[src/rtl/biestable_d_bank.sv]
// Bank of N channels, each a DEPTH-deep shift register of W-bit words with a saturating fill count.
// Reads are combinational (zero latency); writes land on the rising edge; no backpressure, a load is accepted every cycle.
module biestable_d_bank #(
    parameter int unsigned W     = 8,
    parameter int unsigned N     = 4,
    parameter int unsigned DEPTH = 3,
    parameter logic [31:0] INI   = 32'd0,
    localparam int unsigned SW   = (N > 1) ? $clog2(N) : 1
) (
    input  logic          clk,
    input  logic          rstn,
    input  logic [W-1:0]  d,
    input  logic [SW-1:0] wsel,
    input  logic          load,
    input  logic          clr,
    input  logic [SW-1:0] rsel,
    output logic [W-1:0]  out_q,
    output logic [W-1:0]  out_old,
    output logic          full,
    output logic          changed
);

    localparam int unsigned CW      = $clog2(DEPTH + 1);
    localparam logic [W-1:0] INI_W  = INI[W-1:0];
    localparam logic [SW:0]  N_EXT  = (SW + 1)'(N);
    localparam logic [CW-1:0] DEPTH_C = CW'(DEPTH);

    logic [W-1:0]  stage [N][DEPTH];
    logic [CW-1:0] cnt   [N];

    logic wr_ok;
    logic rd_ok;

    // Indices at or beyond N are legal encodings when N is not a power of two (or N=1).
    assign wr_ok = load && ({1'b0, wsel} < N_EXT);
    assign rd_ok = ({1'b0, rsel} < N_EXT);

    always_ff @(posedge clk or negedge rstn) begin
        if (!rstn) begin
            for (int i = 0; i < N; i++) begin
                for (int k = 0; k < DEPTH; k++) begin
                    stage[i][k] <= INI_W;
                end
                cnt[i] <= '0;
            end
            changed <= 1'b0;
        end else if (clr) begin
            for (int i = 0; i < N; i++) begin
                for (int k = 0; k < DEPTH; k++) begin
                    stage[i][k] <= INI_W;
                end
                cnt[i] <= '0;
            end
            changed <= 1'b0;
        end else begin
            changed <= wr_ok ? (d != stage[wsel][0]) : 1'b0;
            for (int i = 0; i < N; i++) begin
                if (wr_ok && (wsel == SW'(i))) begin
                    stage[i][0] <= d;
                    for (int k = 1; k < DEPTH; k++) begin
                        stage[i][k] <= stage[i][k-1];
                    end
                    if (cnt[i] != DEPTH_C) begin
                        cnt[i] <= cnt[i] + CW'(1);
                    end
                end
            end
        end
    end

    always_comb begin
        out_q   = '0;
        out_old = '0;
        full    = 1'b0;
        if (rd_ok) begin
            out_q   = stage[rsel][0];
            out_old = stage[rsel][DEPTH-1];
            full    = (cnt[rsel] == DEPTH_C);
        end
    end

endmodule
[config.mk]
export PLATFORM = sky130hd
export DESIGN_NAME = biestable_d_bank
export DESIGN_NICKNAME = d
export VERILOG_FILES = /design/src/rtl/biestable_d_bank.sv
export SDC_FILE = /design/constraint.sdc
export NUM_CORES = 1
export LEC_CHECK = 0
export CAP_MARGIN = 20
export CELL_PAD_IN_SITES_DETAIL_PLACEMENT = 0
export CELL_PAD_IN_SITES_GLOBAL_PLACEMENT = 1
export CORE_MARGIN = 10
export CORE_UTILIZATION = 35
export CTS_BUF_LIST = sky130_fd_sc_hd__clkbuf_4
export DETAILED_ROUTE_END_ITERATION = 7
export HOLD_SLACK_MARGIN = 0.05
export PLACE_DENSITY_LB_ADDON = 0.2
export SLEW_MARGIN = 25
export SYNTH_ARGS = -nofsm -noshare
export SYNTH_HDL_FRONTEND = slang
export SYNTH_SLANG_ARGS = --single-unit
[constraint.sdc]
create_clock -name clk -period 1.5 [get_ports clk]
set_input_delay 0.3 -clock clk [delete_from_list [all_inputs] [get_ports clk]]
set_output_delay 0.3 -clock clk [all_outputs]
set_load 0.05 [all_outputs]
==> results of run 1 <==
[synthesized netlist by cell type, drive strengths merged]
| cell | n |
|---|---|
| nand2 | 199 |
| dfrtp | 105 |
| a21oi | 102 |
| mux4 | 24 |
| buf | 20 |
| clkbuf | 20 |
| nor2 | 11 |
| xor2 | 8 |
| ha | 4 |
| o21ai | 4 |
| xnor2 | 4 |
| nand3b | 2 |
| nor4 | 2 |
| a311oi | 1 |
| a31oi | 1 |
| and3 | 1 |
| and3b | 1 |
| nand2b | 1 |
| nand3 | 1 |
| nor3b | 1 |
| or3b | 1 |
[layer usage]
metal  up-vias  wire [um]  part of all wire, %  track usage [%]
met5         -          0                    0                0
met4         0        106                 0.69             2.80
met3         6        959                  6.3             4.14
met2        90       7770                   51             27.8
met1      2064       6420                   42             20.3
li1       2000          -                    -                -
[flip-flops by register name (all words and copies together) (netlist names)]
register and cells:
changed 1, cnt 8, stage 96
[stage by stage]
stage	hold WS (ns)	instance area (um^2)	cells
2_1_floorplan	0.00441	4960	513
3_3_place_gp	0.262	6100	779
3_5_place_dp	0.262	6100	779
4_1_cts	0.184	6680	827
5_1_grt	0.173	6820	839
6_report	0.218	6820	839
[cell type report]
| class | instances | area (um^2) | area share [%] |
|---|---|---|---|
| Clock inverter | 6 | 82.6 | 1.21 |
| Sequential cell | 105 | 2630 | 38.5 |
| Antenna cell | 1 | 2.50 | 0.0367 |
| Clock buffer | 10 | 75.1 | 1.10 |
| Timing Repair Buffer | 169 | 1650 | 24.2 |
| Multi-Input combinational cell | 368 | 2160 | 31.6 |
| Tap cell | 180 | 225 | 3.30 |
[cell usage in the layout (no fill, tap or decap), types with 3 or more instances in the layout]
cell type / instances
nor2_1: 8
xnor2_1: 4
clkbuf_4: 10
nand2_1: 199
buf_6: 27
buf_12: 12
nor2_2: 3
clkdlybuf4s50_1: 11
xor2_1: 7
buf_8: 6
dfrtp_1: 105
mux4_2: 24
buf_4: 108
ha_1: 4
a21oi_1: 101
o21ai_0: 4
[worst min path at each step]
stage	start	to	slack [ns]	cells past startpoint
after floorplan	rstn	changed	0.004	0
after global placement	rstn	stage[7]	0.26	1
after detailed placement	rstn	stage[7]	0.26	1
after CTS	clr	stage[44]	0.18	2
after global routing	clr	stage[89]	0.17	2
final	clr	stage[64]	0.22	2
[cells by family (layout without fill, tap and decap cells)]
family	Yosys count	after routing	synth area share [%]
buffers and inverters	40	185	3.91
adder cells (fa/ha/maj)	4	4	1.02
other	0	1	0
AND/OR/NAND/NOR	220	220	17.6
AO/OA/AOI/OAI	108	108	11.1
XOR/XNOR	12	12	2.13
multiplexers	24	24	11.0
flip-flops	105	105	53.3
[power by group through the flow]
stage	Clock, mW	Sequential (mW)	Combinational, mW
after floorplan	0	2.96	0.316
after global placement	0	2.96	0.713
after detailed placement	0	2.96	0.721
after CTS	1.69	2.90	0.807
after global routing	1.82	2.91	0.884
final	1.61	2.91	0.818
[worst register-to-register path, cell delays in order, from the launching register on]
cell	delay, ns
dfrtp_1	0.42
buf_4	0.14
mux4_2	0.49
xor2_2	0.16
nor4_2	0.25
a21oi_1	0.09
[timing repair]
item,in CTS,in global routing
pin swaps,5,2
hold endpoints to repair,25,0
gates resized for setup,37,13
gates cloned,2,0
endpoints found under the setup margin,44,26
buffers inserted,29,12
hold buffers,1,0
==> reports/metrics.yaml, run 1 <==
run_status:
  status: "complete, but fails checks"
  violations: "negative setup slack"
clock_tree:
  cts_buffers: 9
  cts_tree: "built"
  root_buffer: "clkbuf_4"
  cts.path.max_buffers: 2
  cts_sinks: 105
  clkSlewWorstSetupHoldPaths_ns: 0.16
  clock_latency_ns: 0.49
  h-tree-depth: 3
drt:
  routed_wl_um: 15300
  drt-initial-drc-count: 271
  drc: 0
  drt-pass1-iter-count: 4
  vias_per_cell: 4.96
  vias: 4160
  wl_per_cell_um: 18.2
  drtAntennaViolNets: 0
pwr:
  p_sw_share_pct: 26.1
  switchingPower_mw: 1.39
  internal_power_mw: 3.94
  sequentialPowerShare_pct: 54.4
  peakVddDrop_uv: 785
  p_total_mw: 5.34
  powerDensity_mw_per_mm2: 783
  clkPwrFrac_pct: 30.2
  p_comb_share_pct: 15.3
  power_leakage_nw: 3.05
floorplanning:
  die_w_um: 139
  die_area_mm2: 0.0192
  placementRows: 43
  die_h_um: 139
  num_io_pins: 34
  core_region_area_mm2: 0.0138
  initial_core_util_pct: 35.7
finish:
  nets: 673
  finalCoreUtilization_pct: 49.3
  synthToLayoutAreaGrowth_pct: 38.3
  fill_cells: 1292
  drive_gt1_share_pct: 31.3
timing:
  tns_ns: -7.23
  tightestPinTransition_ns: 0.416
  slew_violations: 0
  rsz0062_at_grt: "true"
  setup_ws_ns: -0.538
  maxSlewHeadroom_pct: 72.2
  setup_viol: 18
  hold_viol_final: 0
  fin_crit_sh_pct: 136
  period_needed_ns: 2.04
  fin_skew_ns: 0.0181
  fmax_ghz: 0.491
grt:
  grtUsageTotal_pct: 16.2
  grt-ovfl-total: 0
  grt_max_degree: 41
  grt_first_pass_wirelength_um: 24900
  antenna_found_initial: 1
  grt_pass1_vias: 4431
critical_path:
  crit_required_ns: 1.20
  crit_fanout: 2
  worstSetupEndpointType: "output pin"
  crit_path_cell_trace: "buf_6 > mux4_2 > buf_8"
  regToRegSetupSlack_ns: -0.14
  r2r_start: "stage[20]"
  cp-startpoint: "stage[20]"
  ff2ff_path_depth: 5
  crit_type: "reg -> out"
  cp.arrival_ns: 1.74
  startpoint_type: "flip-flop"
  worstSetupPathDepth: 3
  worstPathBufferInverterCount: 2
  cp_slowest_cell: "mux4_2"
  worstReg2RegEnd: "changed"
  crit_end: "out_q[4]"
  cp_top_family: "multiplexers"
  slowest_delay_ns: 0.53
logic_synthesis:
  yosysTopAreaCellShare_pct: 53.3
  ys_warn_count: 0
  synthDistinctLibCells: 25
  postSynthAreaPerCell_um2: 9.61
  synth_nets: 533
  yosys.area.top_type: "dfrtp_1"
  synth-seq-cells: 105
  netlist_instances: 513
  synth_top_cells_by_area: "dfrtp_1 53%, nand2_1 15%, mux4_2 11%, a21oi_1 10%, buf_2 1.6%"
  syn-cell-area_mm2: 0.00493
  ys_seq_area_share_pct: 53.3
place:
  pre_cts_slack_ns: -0.678
  numPortBuffers: 33
  hpwl_um: 10400
  place_congestion: 0.814
flow_run:
  drv_cap: 0
hold_path:
  hold_class: "in -> reg"
Note: power is estimated with default switching activity, not from simulation.
==> run 2: changes to the inputs <==
Settings changed: SETUP_SLACK_MARGIN set to 0.4.
==> run 2 against run 1 <==
The flow still finishes with violations (negative setup slack). Wire length grew 0.96%. Flip-flop and latch count is the same. First-iteration DRC count up 8.5%. Non-clock buffer count is 7 higher.
==> reports/metrics.yaml, run 2 (synthesis results as in run 1) <==
run_status:
  status: "complete, but fails checks"
  violations: "negative setup slack"
grt:
  grtUsageTotal_pct: 16.2  # -0.024 points
  grt_pass1_vias: 4466  # +0.79%
  grt_max_degree: 39  # -4.9%
  antenna_found_initial: 0  # -1
  grt_first_pass_wirelength_um: 24900  # +0.23%
  grt-ovfl-total: 0  # unchanged
floorplanning:
  core_region_area_mm2: 0.0138  # unchanged
  initial_core_util_pct: 35.7  # unchanged
  die_area_mm2: 0.0192  # unchanged
  die_w_um: 139  # unchanged
  placementRows: 43  # unchanged
  die_h_um: 139  # unchanged
  num_io_pins: 34  # unchanged
drt:
  drt-pass1-iter-count: 4  # unchanged
  routed_wl_um: 15400  # +0.96%
  vias: 4273  # +2.7%
  wl_per_cell_um: 18.2  # +0.25%
  drc: 0  # unchanged
  drt-initial-drc-count: 294  # +8.5%
  vias_per_cell: 5.06  # +2.0%
  drtAntennaViolNets: 0  # unchanged
timing:
  hold_viol_final: 0  # unchanged
  fin_crit_sh_pct: 137  # +1.2 points
  tns_ns: -7.43  # -0.205 ns
  fin_skew_ns: 0.0172  # -0.000827 ns
  period_needed_ns: 2.06  # +0.0187 ns
  maxSlewHeadroom_pct: 79.2  # +7.0 points
  fmax_ghz: 0.486  # -0.91%
  slew_violations: 0  # unchanged
  rsz0062_at_grt: "true"
  tightestPinTransition_ns: 0.311  # -0.105 ns
  setup_ws_ns: -0.557  # -0.0187 ns
  setup_viol: 18  # unchanged
critical_path:
  r2r_start: "stage[18]"
  cp.arrival_ns: 1.76  # +0.02 ns
  crit_required_ns: 1.20  # about the same
  worstPathBufferInverterCount: 2  # unchanged
  startpoint_type: "flip-flop"
  cp_top_family: "multiplexers"
  crit_path_cell_trace: "buf_6 > mux4_2 > buf_12"
  cp-startpoint: "stage[22]"
  worstReg2RegEnd: "changed"
  crit_fanout: 2  # unchanged
  worstSetupEndpointType: "output pin"
  slowest_delay_ns: 0.53  # about the same
  crit_type: "reg -> out"
  crit_end: "out_q[6]"
  regToRegSetupSlack_ns: -0.30  # -0.16 ns
  ff2ff_path_depth: 6  # +1
  cp_slowest_cell: "mux4_2"
  worstSetupPathDepth: 3  # unchanged
pwr:
  p_comb_share_pct: 18.0  # +2.7 points
  powerDensity_mw_per_mm2: 715  # -8.6%
  clkPwrFrac_pct: 25.6  # -4.6 points
  power_leakage_nw: 3.15  # +3.4%
  p_sw_share_pct: 28.5  # +2.4 points
  switchingPower_mw: 1.47  # +5.4%
  peakVddDrop_uv: 325  # -59%
  internal_power_mw: 3.69  # -6.4%
  sequentialPowerShare_pct: 56.3  # +1.9 points
finish:
  largest_reg_flops: 96  # unchanged
  drive_gt1_share_pct: 36.7  # +5.4 points
  antennaDiodeCount: 0  # -1
  layout_common_cells: "183 x nand2_1, 105 x dfrtp_1, 92 x a21oi_1"
  top_register: "stage"
  layout.cells.non_filler: 845  # +0.72%
  nets: 680  # +1.0%
  reg_top3: "stage x96, cnt x8, changed x1"
  final_common_cell: "nand2_1"
  synthToLayoutAreaGrowth_pct: 46.3
place:
  numPortBuffers: 33  # unchanged
  hpwl_um: 9600  # -7.5%
  place_congestion: 0.800  # -1.8%
  place_inst: 767  # -1.5%
clock_tree:
  cts_buffers: 9  # unchanged
  cts_sinks: 105  # unchanged
  h-tree-depth: 3  # unchanged
  cts_tree: "built"
  clock_latency_ns: 0.50  # about the same
  clkSlewWorstSetupHoldPaths_ns: 0.16  # about the same
  cts.path.max_buffers: 2  # unchanged
  root_buffer: "clkbuf_4"
flow_run:
  drv_cap: 0  # unchanged
hold_path:
  hold_class: "in -> async"
run 2: changes by cell type in the layout (fill, tap and decap cells not counted), moves of 4 or more:
cell	before	now
buf_4	108	87
buf_6	27	47
nand2_1	199	183
nand2_2	0	11
a21oi_1	101	92
a21oi_2	0	9
buf_12	12	19
nand2_4	0	5
ha_1	4	0
ha_4	0	4
nor2_4	0	4
run 2: through the flow:
step	area (um^2)	total power, mW	hold WS, ns	worst slack (ns)	utilization (%)
global placement	6120	3.69	0.216	-0.693	44.3
CTS	6870	5.14	0.212	-0.572	49.7
floorplan	5140	3.32	0.00441	-0.00546	-
finish	7210	5.16	0.223	-0.557	52.2
global route	7210	5.38	0.230	-0.610	52.2
detailed placement	6120	3.70	0.217	-0.803	44.3
run 2: timing repair:
action                                 4_1_cts  5_1_grt
buffers inserted                            35       21
endpoints found under the hold margin      106        0
setup endpoints to repair                  123       73
pin swaps                                    9       15
hold buffers                                 2        0
gates cloned                                 4        0
resized for setup                           73       52
run 2: power by group through the flow:
stage          clock network [mW]  logic, mW  registers [mW]
3_5_place_dp                    0      0.738            2.96
4_1_cts                      1.36      0.885            2.90
2_1_floorplan                   0      0.360            2.96
3_3_place_gp                    0      0.731            2.96
6_report                     1.32      0.931            2.91
5_1_grt                      1.47      0.999            2.91
run 2: worst reg2reg max path, stage by stage, from the launching register on:
cell and delay, ns:
dfrtp_1 0.43, buf_6 0.12, buf_6 0.10, mux4_2 0.47, xor2_1 0.16, nor4_1 0.32
a21oi_1 0.10
run 2: area by class of cell:
| class | count | area (um^2) |
|---|---|---|
| Clock buffer | 11 | 82.6 |
| Clock inverter | 5 | 22.5 |
| Fill cell | 1218 | 6610 |
| Multi-Input combinational cell | 368 | 2350 |
| Sequential cell | 105 | 2630 |
| Tap cell | 180 | 225 |
| Timing Repair Buffer | 176 | 1910 |
run 2: worst min-delay path by stage:
stage / slack, ns / start / endpoint / cells after the start
2_1_floorplan: 0.004 / rstn / changed / 0
3_3_place_gp: 0.22 / rstn / stage[56] / 1
3_5_place_dp: 0.22 / rstn / stage[56] / 1
4_1_cts: 0.21 / rstn / stage[56] / 2
5_1_grt: 0.23 / rstn / stage[81] / 2
6_report: 0.22 / rstn / stage[81] / 2
run 2: layer usage:
metal  GRT usage (%)  share of wire [%]  up-vias
met1            20.7                 43     2164
met5               0                  0        -
met3            2.64                5.1       11
met2            27.3                 51       81
li1                -                  -     2017
met4            5.00                1.5        0
==> run 3: changes to the inputs <==
Settings changed: DONT_BUFFER_PORTS set to 1.
==> run 3 against run 2 <==
The run ends with negative hold slack, negative setup slack left. Utilization down 8.1 points. Clock power rose by 24%. Register-to-register slack better by 0.04 ns. Die area is the same. First-iteration DRC count rose by 13%. Cell area down 16%. Critical path depth shrank 1. Worst setup slack improved by 0.059 ns. Global-route usage fell by 0.97 points. Hold slack worse by 0.76 ns. Cell count decreased by 9.8%. Sequential power barely moved. Critical path type unchanged. Largest cell class unchanged. Largest power group unchanged. Highest routed layer unchanged.
==> reports/metrics.yaml, run 3 (synthesis results as in run 1) <==
drt:
  vias: 3944  # -7.7%
  vias_per_cell: 5.18  # +2.4%
  drt-pass1-iter-count: 6  # +2
  drtAntennaViolNets: 0  # unchanged
  drc: 0  # unchanged
  wl_per_cell_um: 19.1  # +5.0%
  drt-initial-drc-count: 331  # +13%
  routed_wl_um: 14600  # -5.3%
finish:
  reg_top3: "stage x96, cnt x8, changed x1"
  synthToLayoutAreaGrowth_pct: 23.5
  nets: 597  # -12%
  final_common_cell: "nand2_1"
  layout.cells.non_filler: 762  # -9.8%
  finalCoreUtilization_pct: 44.1  # -8.1 points
  antennaDiodeCount: 0  # unchanged
  seqCellArea_mm2: 0.00263  # about the same
  largest_reg_flops: 96  # unchanged
  multi_input_area_mm2: 0.00223  # -5.0%
  drive_gt1_share_pct: 26.1  # -11 points
  stdcell_area_mm2: 0.00609  # -16%
  fill_cells: 1329  # +9.1%
  layout_common_cells: "198 x nand2_1, 104 x dfrtp_1, 99 x a21oi_1"
  top_register: "stage"
place:
  place_inst: 701  # -8.6%
  place_congestion: 0.760  # -5.0%
  numPortBuffers: 0  # -100%
  placed_area_mm2: 0.00540  # -12%
  pre_cts_slack_ns: -0.119  # +0.684 ns
  hpwl_um: 8580  # -11%
timing:
  setup_viol: 18  # unchanged
  whs_ns: -0.535  # -0.759 ns
  rsz0062_at_grt: "true"
  fin_crit_sh_pct: 133  # -4.0 points
  tightestPinTransition_ns: 0.356  # +0.0450 ns
  slew_violations: 0  # unchanged
  hold_viol_final: 210  # +210
  setup_ws_ns: -0.498  # +0.0595 ns
  fin_skew_ns: 0.0141  # -0.00312 ns
  maxSlewHeadroom_pct: 76.2  # -3.1 points
  period_needed_ns: 2.00  # -0.0595 ns
  fmax_ghz: 0.501  # +3.0%
flow_run:
  drv_cap: 0  # unchanged
critical_path:
  cp-startpoint: "stage[69]"
  startpoint_type: "flip-flop"
  worstSetupEndpointType: "output pin"
  ff2ff_path_depth: 6  # unchanged
  worstReg2RegEnd: "changed"
  crit_type: "reg -> out"
  regToRegSetupSlack_ns: -0.26  # +0.04 ns
  r2r_start: "stage[17]"
  cp.arrival_ns: 1.70  # -0.06 ns
  crit_required_ns: 1.20  # about the same
  crit_fanout: 3  # +1
grt:
  grt_max_degree: 106  # +170%
  antenna_found_initial: 0  # unchanged
  grtUsageTotal_pct: 15.2  # -0.97 points
  grt_first_pass_wirelength_um: 23400  # -6.1%
  grt-ovfl-total: 0  # unchanged
  grt_pass1_vias: 4047  # -9.4%
clock_tree:
  cts_hold_buf: 1  # -1
  clkSlewWorstSetupHoldPaths_ns: 0.17  # about the same
  root_buffer: "clkbuf_4"
  cts_tree: "built"
  h-tree-depth: 3  # unchanged
  cts_sinks: 105  # unchanged
  cts.path.max_buffers: 2  # unchanged
  cts_buffers: 9  # unchanged
  clock_latency_ns: 0.49  # about the same
pwr:
  power_leakage_nw: 2.59  # -18%
  peakVddDrop_uv: 296  # -8.7%
  powerDensity_mw_per_mm2: 824  # +15%
run_status:
  violations: "negative hold slack, negative setup slack"
  status: "complete, but fails checks"
floorplanning:
  initial_core_util_pct: 35.7  # unchanged
  placementRows: 43  # unchanged
  core_region_area_mm2: 0.0138  # unchanged
  die_h_um: 139  # unchanged
  die_w_um: 139  # unchanged
  die_area_mm2: 0.0192  # unchanged
  num_io_pins: 34  # unchanged
hold_path:
  hold_class: "in -> async"
-- run 3: cell types whose count changed in the layout (fill, tap and decap cells not counted), moves of 3 or more --
cell             before  now
a21oi_1              92   99
a21oi_2               9    2
buf_12               19    3
buf_4                87   58
buf_6                47   31
buf_8                 6    0
bufbuf_16             3    0
clkdlybuf4s50_1       8    0
nand2_1             183  198
nand2_2              11    1
nand2_4               5    0
-- run 3: layer usage --
layer / global-route usage [%] / part of all wire, %
met1: 19.2 / 43
met2: 25.4 / 51
met3: 2.91 / 4.7
met4: 5.22 / 1.8
met5: 0 / 0
-- run 3: area by class of cell --
class                   instances  area share (%)
multi-input cells             368            36.6
repair buffers                 93            14.0
flip-flops and latches        105            43.2
well taps                     180            3.70
clock buffers                   9            1.11
clock inverters                 7            1.40
-- run 3: timing repair --
action                                  CTS  global route
buffers inserted                         30            14
gates resized for setup                  35            13
endpoints found under the setup margin   19            27
pin swaps                                 3             6
endpoints found under the hold margin   210           210
-- run 3: stage by stage --
stage               power, mW  setup TNS (ns)
floorplan                3.32        -0.00546
global placement         3.33         -0.0721
detailed placement       3.33          -0.119
CTS                      5.04           -7.51
global route             5.21           -7.88
finish                   5.02           -7.11
-- run 3: report_power, final --
part / leakage [nW] / internal, mW / total, mW / switching [mW]
sequential: 1.46 / 2.87 / 2.91 / 0.0353
clock: 0.0824 / 0.661 / 1.64 / 0.983
combinational: 1.05 / 0.233 / 0.464 / 0.230
total: 2.59 / 3.77 / 5.02 / 1.25
-- run 3: worst max path at each step --
stage | end | slack [ns] | depth (start not counted)
after floorplan | changed | -0.005 | 5
after global routing | out_q[1] | -0.53 | 2
after global placement | changed | -0.07 | 4
after CTS | out_q[6] | -0.51 | 2
after detailed placement | changed | -0.12 | 4
final | out_q[5] | -0.50 | 2
-- run 3: worst max-delay path, stage by stage (launching register included) --
cell	delay (ns)
dfrtp_1	0.44
buf_6	0.13
mux4_2	0.63
